[config.mk]
export PLATFORM = sky130hd
export DESIGN_NAME = exp_engine_arbiter
export DESIGN_NICKNAME = d
export VERILOG_FILES = /design/src/rtl/exp_engine_arbiter.sv
export SDC_FILE = /design/constraint.sdc
export NUM_CORES = 1
export LEC_CHECK = 0
export BUFFER_PORTS_ARGS = -buffer_cell sky130_fd_sc_hd__buf_2
export CORE_MARGIN = 2
export CORE_UTILIZATION = 43
export DETAILED_ROUTE_END_ITERATION = 10
export PLACE_DENSITY_LB_ADDON = 0.05
export SLEW_MARGIN = 15
export SYNTH_ARGS = -nofsm -noshare
export SYNTH_HDL_FRONTEND = slang
export SYNTH_SLANG_ARGS = --single-unit
[constraint.sdc]
create_clock -name clk -period 2 [get_ports clk]
set_input_delay 0.2 -clock clk [delete_from_list [all_inputs] [get_ports clk]]
set_output_delay 0.2 -clock clk [all_outputs]
set_load 0.1 [all_outputs]
[src/rtl/exp_engine_arbiter.sv]
// exp_engine_arbiter: round-robin sharing of one e^x engine among N_REQ requesters.
// Build option: define EXP_ARB_TIMEOUT_EN to enable the WAIT-state watchdog.
module exp_engine_arbiter #(
    parameter int N_REQ          = 4,
    parameter int X_W            = 16,
    parameter int INT_W          = 2,
    parameter int FRAC_W         = 16,
    parameter int TIMEOUT_CYCLES = 4096
) (
    input  logic                   clk,
    input  logic                   rst,
    input  logic [N_REQ-1:0]       req,
    input  logic [N_REQ*X_W-1:0]   reqX,
    output logic [N_REQ-1:0]       grant,
    output logic [N_REQ-1:0]       resValid,
    output logic [INT_W-1:0]       resInt,
    output logic [FRAC_W-1:0]      resFrac,
    output logic                   resErr,
    output logic                   busy,
    output logic                   engStart,
    output logic [X_W-1:0]         engX,
    input  logic                   engDone,
    input  logic [INT_W-1:0]       engInt,
    input  logic [FRAC_W-1:0]      engFrac,
    output logic                   dbg_state
);
    localparam int PW = (N_REQ > 1) ? $clog2(N_REQ) : 1;
    localparam logic [N_REQ-1:0] ONE_HOT0 = N_REQ'(1);

    typedef enum logic {S_IDLE = 1'b0, S_WAIT = 1'b1} state_t;

    state_t            r_state, w_state_nxt;
    logic [PW-1:0]     r_ptr, r_owner, w_sel;
    logic              w_found, w_launch, w_finish, w_done_rise;
    logic              r_done_q, r_busy, r_eng_start;
    logic [N_REQ-1:0]  r_grant, r_res_valid;
    logic [INT_W-1:0]  r_res_int;
    logic [FRAC_W-1:0] r_res_frac;
    logic [X_W-1:0]    r_eng_x;
    logic [X_W-1:0]    w_x [N_REQ];

    for (genvar gi = 0; gi < N_REQ; gi++) begin : g_split
        assign w_x[gi] = reqX[gi*X_W +: X_W];
    end

    // Search starts one past the last owner so every requester gets a turn.
    always_comb begin : arb
        int            j;
        logic [PW-1:0] w_idx;
        j       = 0;
        w_idx   = '0;
        w_found = 1'b0;
        w_sel   = '0;
        for (int k = 1; k <= N_REQ; k++) begin
            j = int'(r_ptr) + k;
            if (j >= N_REQ) j = j - N_REQ;
            w_idx = PW'(j);
            if (!w_found && req[w_idx]) begin
                w_found = 1'b1;
                w_sel   = w_idx;
            end
        end
    end

    // A rise seen in the engStart cycle belongs to the previous operation.
    assign w_done_rise = engDone & ~r_done_q & ~r_eng_start;

`ifdef EXP_ARB_TIMEOUT_EN
    localparam int TW = $clog2(TIMEOUT_CYCLES + 1);
    logic [TW-1:0] r_tmo_cnt;
    logic          w_tmo;

    always_ff @(posedge clk) begin
        if (rst || w_launch) r_tmo_cnt <= '0;
        else if (r_state == S_WAIT && r_tmo_cnt != TW'(TIMEOUT_CYCLES))
            r_tmo_cnt <= r_tmo_cnt + TW'(1);
    end
`endif

    always_comb begin
        w_state_nxt = r_state;
        w_launch    = 1'b0;
        w_finish    = 1'b0;
`ifdef EXP_ARB_TIMEOUT_EN
        w_tmo       = 1'b0;
`endif
        case (r_state)
            S_IDLE: begin
                if (w_found) begin
                    w_launch    = 1'b1;
                    w_state_nxt = S_WAIT;
                end
            end
            S_WAIT: begin
                if (w_done_rise) begin
                    w_finish    = 1'b1;
                    w_state_nxt = S_IDLE;
                end
`ifdef EXP_ARB_TIMEOUT_EN
                else if (r_tmo_cnt == TW'(TIMEOUT_CYCLES)) begin
                    w_tmo       = 1'b1;
                    w_state_nxt = S_IDLE;
                end
`endif
            end
            default: w_state_nxt = S_IDLE;
        endcase
    end

    always_ff @(posedge clk) begin
        if (rst) begin
            r_state     <= S_IDLE;
            r_ptr       <= PW'(N_REQ - 1);
            r_owner     <= '0;
            r_done_q    <= 1'b0;
            r_busy      <= 1'b0;
            r_eng_start <= 1'b0;
            r_eng_x     <= '0;
            r_grant     <= '0;
            r_res_valid <= '0;
            r_res_int   <= '0;
            r_res_frac  <= '0;
        end else begin
            r_state     <= w_state_nxt;
            r_done_q    <= engDone;
            r_grant     <= '0;
            r_eng_start <= 1'b0;
            r_res_valid <= '0;
            if (w_launch) begin
                r_grant     <= ONE_HOT0 << w_sel;
                r_eng_start <= 1'b1;
                r_eng_x     <= w_x[w_sel];
                r_owner     <= w_sel;
                r_ptr       <= w_sel;
                r_busy      <= 1'b1;
            end
            if (w_finish) begin
                r_res_valid <= ONE_HOT0 << r_owner;
                r_res_int   <= engInt;
                r_res_frac  <= engFrac;
                r_busy      <= 1'b0;
            end
`ifdef EXP_ARB_TIMEOUT_EN
            if (w_tmo) begin
                r_res_valid <= ONE_HOT0 << r_owner;
                r_res_int   <= '0;
                r_res_frac  <= '0;
                r_busy      <= 1'b0;
            end
`endif
        end
    end

`ifdef EXP_ARB_TIMEOUT_EN
    logic r_res_err;

    always_ff @(posedge clk) begin
        if (rst)           r_res_err <= 1'b0;
        else if (w_finish) r_res_err <= 1'b0;
        else if (w_tmo)    r_res_err <= 1'b1;
    end
    assign resErr = r_res_err;
`else
    // Without the watchdog the timeout limit has no effect on the logic.
    if (TIMEOUT_CYCLES < 1) begin : g_tmo_unused
    end
    assign resErr = 1'b0;
`endif

    assign grant     = r_grant;
    assign resValid  = r_res_valid;
    assign resInt    = r_res_int;
    assign resFrac   = r_res_frac;
    assign busy      = r_busy;
    assign engStart  = r_eng_start;
    assign engX      = r_eng_x;
    assign dbg_state = r_state;

endmodule

## Word-level counts from Yosys, hierarchy flattened

Cells that the tools add are included.

- Add/sub/neg operators: 8
- $lt $le $gt $ge: 9
- Shift-type cells: 2
- Mux-type cells: 30
- Bitwise gates (word level): 8
- Reductions and logical operators: 9

Operators by type and width:

| cell | count |
|---|---|
| binary-select mux 16 bit (select 2 bit) | 1 |
| 2-to-1 mux 16 bit | 2 |
| 2-to-1 mux 2 bit | 8 |
| 2-to-1 mux 1 bit | 14 |
| greater-or-equal comparator 3 bit (second input constant) | 4 |
| less-than comparator 2 x 3 -> 1 bit (second input constant) | 4 |
| binary-select mux 1 bit (select 2 bit) | 4 |
| left shift 1 x 2 -> 4 bit (first input constant) | 2 |
| subtractor 2 x 1 -> 2 bit (second input constant) | 4 |
| adder 2 x 2 -> 3 bit (second input constant) | 2 |
| OR reduction 2 bit | 3 |
| inverter 1 bit | 5 |
| adder 2 x 3 -> 4 bit (second input constant) | 1 |
| greater-or-equal comparator 4 x 3 -> 1 bit (second input constant) | 1 |
| adder 2 x 1 -> 3 bit (second input constant) | 1 |
| logical AND 1 bit | 3 |
| logical NOT 1 bit | 3 |
| inverter 2 -> 3 bit | 1 |
| bitwise AND 1 bit | 2 |
| case mux 1 bit (2 select lines) | 1 |

- Flip-flop bits (word level): 50
- Logic and storage cells: 77

## Longest topological paths before layout

- Depth after elaboration: 19
- Depth in mapped cells: 8
- Gate-level depth less buffers: 5

## Least setup slack after synthesis

OpenSTA, ideal clock, no wires.

- Kind: register to register
- Start point: reg r_state (netlist: dbg_state)
- End point: reg r_res_frac[0] (netlist: resFrac[0])
- Setup time: 0.132 ns
- Arrival time: 1.996 ns
- Required time: 1.868 ns
- Slack: -0.129 ns
- Cell stages (with the launch flop): 6
- Clock period less this slack: 2.129 ns
- Cell sequence: dfxtp_1 -> inv_2 -> or4b_1 -> clkbuf_1 -> nand2_1 -> a21oi_1

- Longest elaborated chain between the ends: 1

Ends and longest elaborated chain:

| item | line | text |
|---|---|---|
| start: declaration | 32 | `state_t r_state, w_state_nxt;` |
| start signal: assignment | 124 | `r_state <= w_state_nxt;` |
| 2-to-1 mux 1 bit | 87 | `case (r_state)` |
| end signal: assignment | 140 | `r_res_frac <= engFrac;` |
| end: declaration | 38 | `logic [FRAC_W-1:0] r_res_frac;` |

No other way between the ends.
A chain may end at the register's enable or synchronous reset.

## Final worst setup path

- Start point: reg r_ptr[1]
- End point: reg r_eng_x[15] (netlist: engX[15])

- Longest elaborated chain between the ends: 19
- Elaborated cells between the ends (all ways): 44
- Classes of those cells: add/sub (8); order compare (4); mux (25); bitwise (1); reduce/logical (6)

Ends and longest elaborated chain:

| item | line | text |
|---|---|---|
| start: declaration | 33 | `logic [PW-1:0] r_ptr, r_owner, w_sel;` |
| start signal: assignment | 113 | `r_ptr <= PW'(N_REQ - 1);` |
| start signal: assignment | 134 | `r_ptr <= w_sel;` |
| adder 2 x 1 -> 3 bit | 55 | `j = int'(r_ptr) + k;` |
| greater-or-equal comparator 3 bit / subtractor 2 x 1 -> 2 bit (equally long branches) | 56 | `if (j >= N_REQ) j = j - N_REQ;` |
| 2-to-1 mux 2 bit | 56 |  |
| binary-select mux 1 bit (select 2 bit) | 58 | `if (!w_found && req[w_idx]) begin` |
| 2-to-1 mux 1 bit (implied by the code) | 58 |  |
| 2-to-1 mux 1 bit | 58 |  |
| logical NOT 1 bit | 58 |  |
| logical AND 1 bit | 58 |  |
| (+2 left out) | - |  |
| logical AND 1 bit | 58 |  |
| 2-to-1 mux 1 bit | 58 |  |
| logical NOT 1 bit | 58 |  |
| logical AND 1 bit | 58 |  |
| 2-to-1 mux 2 bit | 58 |  |
| inverter 2 -> 3 bit (implied by the code) | 132 | `r_eng_x <= w_x[w_sel];` |
| binary-select mux 16 bit (select 2 bit) | 132 |  |
| 2-to-1 mux 16 bit (implied by the code) (2 in series) | 132 |  |
| end signal: assignment | 132 |  |
| end: declaration | 39 | `logic [X_W-1:0] r_eng_x;` |

Parallel ways exist; a longest one is shown, timed or not. The select of a mux whose other input is x is not followed.

==> flow_summary.toml <==
[clock_tree]
clkLatencyLatePin_ps = 300
clk_pin_slew_worst_paths_ps = 90
cts_hold_buf = 0
cts_tree = "done"
clk_path_buf_depth = 2
cts-buffers-inserted = 5
clockRootBuffer = "clkbuf_8"
numClockSinks = 50
cts_max_level = 2

[detailed_routing]
via_per_inst = 4.85
drt_iter0_drc = 64
drc_errors = 0
first_pass_iters = 4
routed_wl_um = 5310
final_antenna_net_count = 0
vias = 2124
post_drt_wl_per_cell_um = 12.1

[cells_and_area]
num_antenna_cells = 0
drive_gt1_share_pct = 44.8
utilization_pct = 60.8
layout.nets = 456
final_common_cell = "buf_2"
layout_common_cells = "133 x buf_2, 49 x dfxtp_1, 40 x nand2_1, 32 x mux2i_1, 21 x a21oi_1"
area_growth_pct = 37.7

[timing]
setup_violations = 0
layout_setup_ws_ps = 273
finalSetupTns_ps = 0
period_minus_slack_ps = 1730
hold_violations = 0
timing.fmax_ghz = 0.579
final_max_slew_viol_count = 0
finClkSkew_ps = 8.88
min_period_over_period_pct = 86.3
grt_setup_unrepaired = "false"

[die]
core-area_um2 = 5070
initial_core_util_pct = 44.2
die_height_um = 76.2
dieArea_um2 = 5800
dieWidth_um = 76.2
io_pins = 135
rows = 26

[global_routing]
grt_pass1_vias = 1872
grt_antenna_before_repair = 0
grt_max_degree = 36
overflow = 0
grt_pass1_wl_um = 8560
grtUsageTotal_pct = 18.0

[synth]
syn-num-nets = 324
synth.distinct_cells = 40
syn_area_um2 = 2240
synth_edf_count = 0
synth_warnings = 0
ys_seq_area_share_pct = 44.7
ys.flop_type = "dfxtp_1"
synthesis.instances = 235
avgSynthCellArea_um2 = 9.54
synth-seq-cells = 50
synth-async-reset-ratio_pct = 0

[power]
report.power.total_mw = 2.84
power_density_nw_per_um2 = 919
power_leakage_nw = 1.47
vdd_ir_drop_max_v = 0.000415

[setup_path]
worst_setup_path_end_kind = "register"
start_kind = "register"
timing_worst_setup_path_type = "register to register"
required_ps = 2170
critPathArrivalTime_ps = 1900
critPathMaxFanout = 35

[run_status]
outcome = "finished, final reports clean"

[placement]
gp_congestion = 0.715
place_hpwl_um = 3940
place_ws_ps = 188
port-buffer-count = 133

[worst_hold_path]
hp-class = "input port to register"

[run]
maxCapViolations = 0
-- critical path, cell delays in order (launching register included) --
cell       delay [ps]
dfxtp_1           480
nand3b_1          170
a31oi_4           210
buf_12            250
mux2i_1           220
a2bb2oi_1         150
o21ai_0           100
-- metal layers --
metal  up-vias  track usage (%)  routed length, um
met5         -                0                  0
met4         0             3.82                 38
met3         4             5.69                370
met2        81             31.3               2560
met1       946             21.9               2330
li1       1093                -                  -
-- final timing paths --
path / slack [ps] / to / cells after the start / start
max: 270 / engX[15]$_SDFFE_PP0P_ / 6 / r_ptr[1]$_SDFFE_PP1P_
min: 130 / resInt[0]$_SDFFE_PP0P_ / 3 / engInt[0]
max reg2reg: 270 / engX[15]$_SDFFE_PP0P_ / 6 / r_ptr[1]$_SDFFE_PP1P_
min reg2reg: 450 / resFrac[10]$_SDFFE_PP0P_ / 2 / resFrac[10]$_SDFFE_PP0P_
-- final cells by class --
type / count / area, um^2
well taps: 70 / 87.6
repair buffers: 141 / 738
clock buffers: 6 / 72.6
inverters: 1 / 3.75
flip-flops and latches: 50 / 1000
fillers: 496 / 1990
multi-input cells: 168 / 1140
clock inverters: 2 / 37.5
-- state kept, by name, indices dropped and copies added, names as in the netlist --
signal,cells
r_owner,2
r_done_q,1
resFrac,16
engStart,1
busy,1
grant,4
engX,16
resValid,4
r_ptr,2
resInt,2
dbg_state,1
-- Yosys cell counts (2+ instances only) --
cell type | n | area share [%]
dfxtp_1 | 50 | 45
nand2_1 | 41 | 6.9
mux2i_1 | 32 | 14
a21oi_1 | 21 | 4.7
a2bb2oi_1 | 15 | 5.9
o21ai_1 | 10 | 2.2
nor2_1 | 6 | 1.0
buf_4 | 5 | 1.7
nand2b_1 | 5 | 1.4
nor3_1 | 5 | 1.1
o21ai_0 | 5 | 1.1
buf_2 | 4 | 0.89
clkbuf_1 | 4 | 0.67
buf_6 | 2 | 1.0
nand3_1 | 2 | 0.45
nor2_2 | 2 | 0.56
nor2b_1 | 2 | 0.56
nor4b_1 | 2 | 0.78
-- report_power, final --
group / leakage, nW / switching (mW) / internal, mW
clock network: 0.0514 / 0.324 / 0.373
registers: 0.410 / 0.0477 / 1.07
logic: 1.01 / 0.740 / 0.276
-- repair_timing --
action | in CTS | in global routing
buffers inserted | 0 | 0
setup endpoints to repair | 0 | 1
endpoints found under the hold margin | 0 | 0
gates resized for setup | 0 | 1
-- through the flow --
step	cells	instance area, um^2	hold WS, ps
after floorplan	235	2240	293
after global placement	430	2970	438
after detailed placement	430	2970	444
after CTS	438	3080	116
after global routing	438	3090	118
final	438	3090	125
-- kinds of logic (layout without fill, tap and decap cells) --
kind of cell / Yosys count / after routing / share of synthesized area [%]
DFF: 50 / 50 / 44.7
and+or+nand+nor: 74 / 74 / 17.6
buffers and inverters: 17 / 150 / 5.30
muxes: 33 / 33 / 14.8
AOI/OAI and AO/OA: 60 / 60 / 17.4
other: 1 / 1 / 0.167
(Power assumes the default switching activity.)
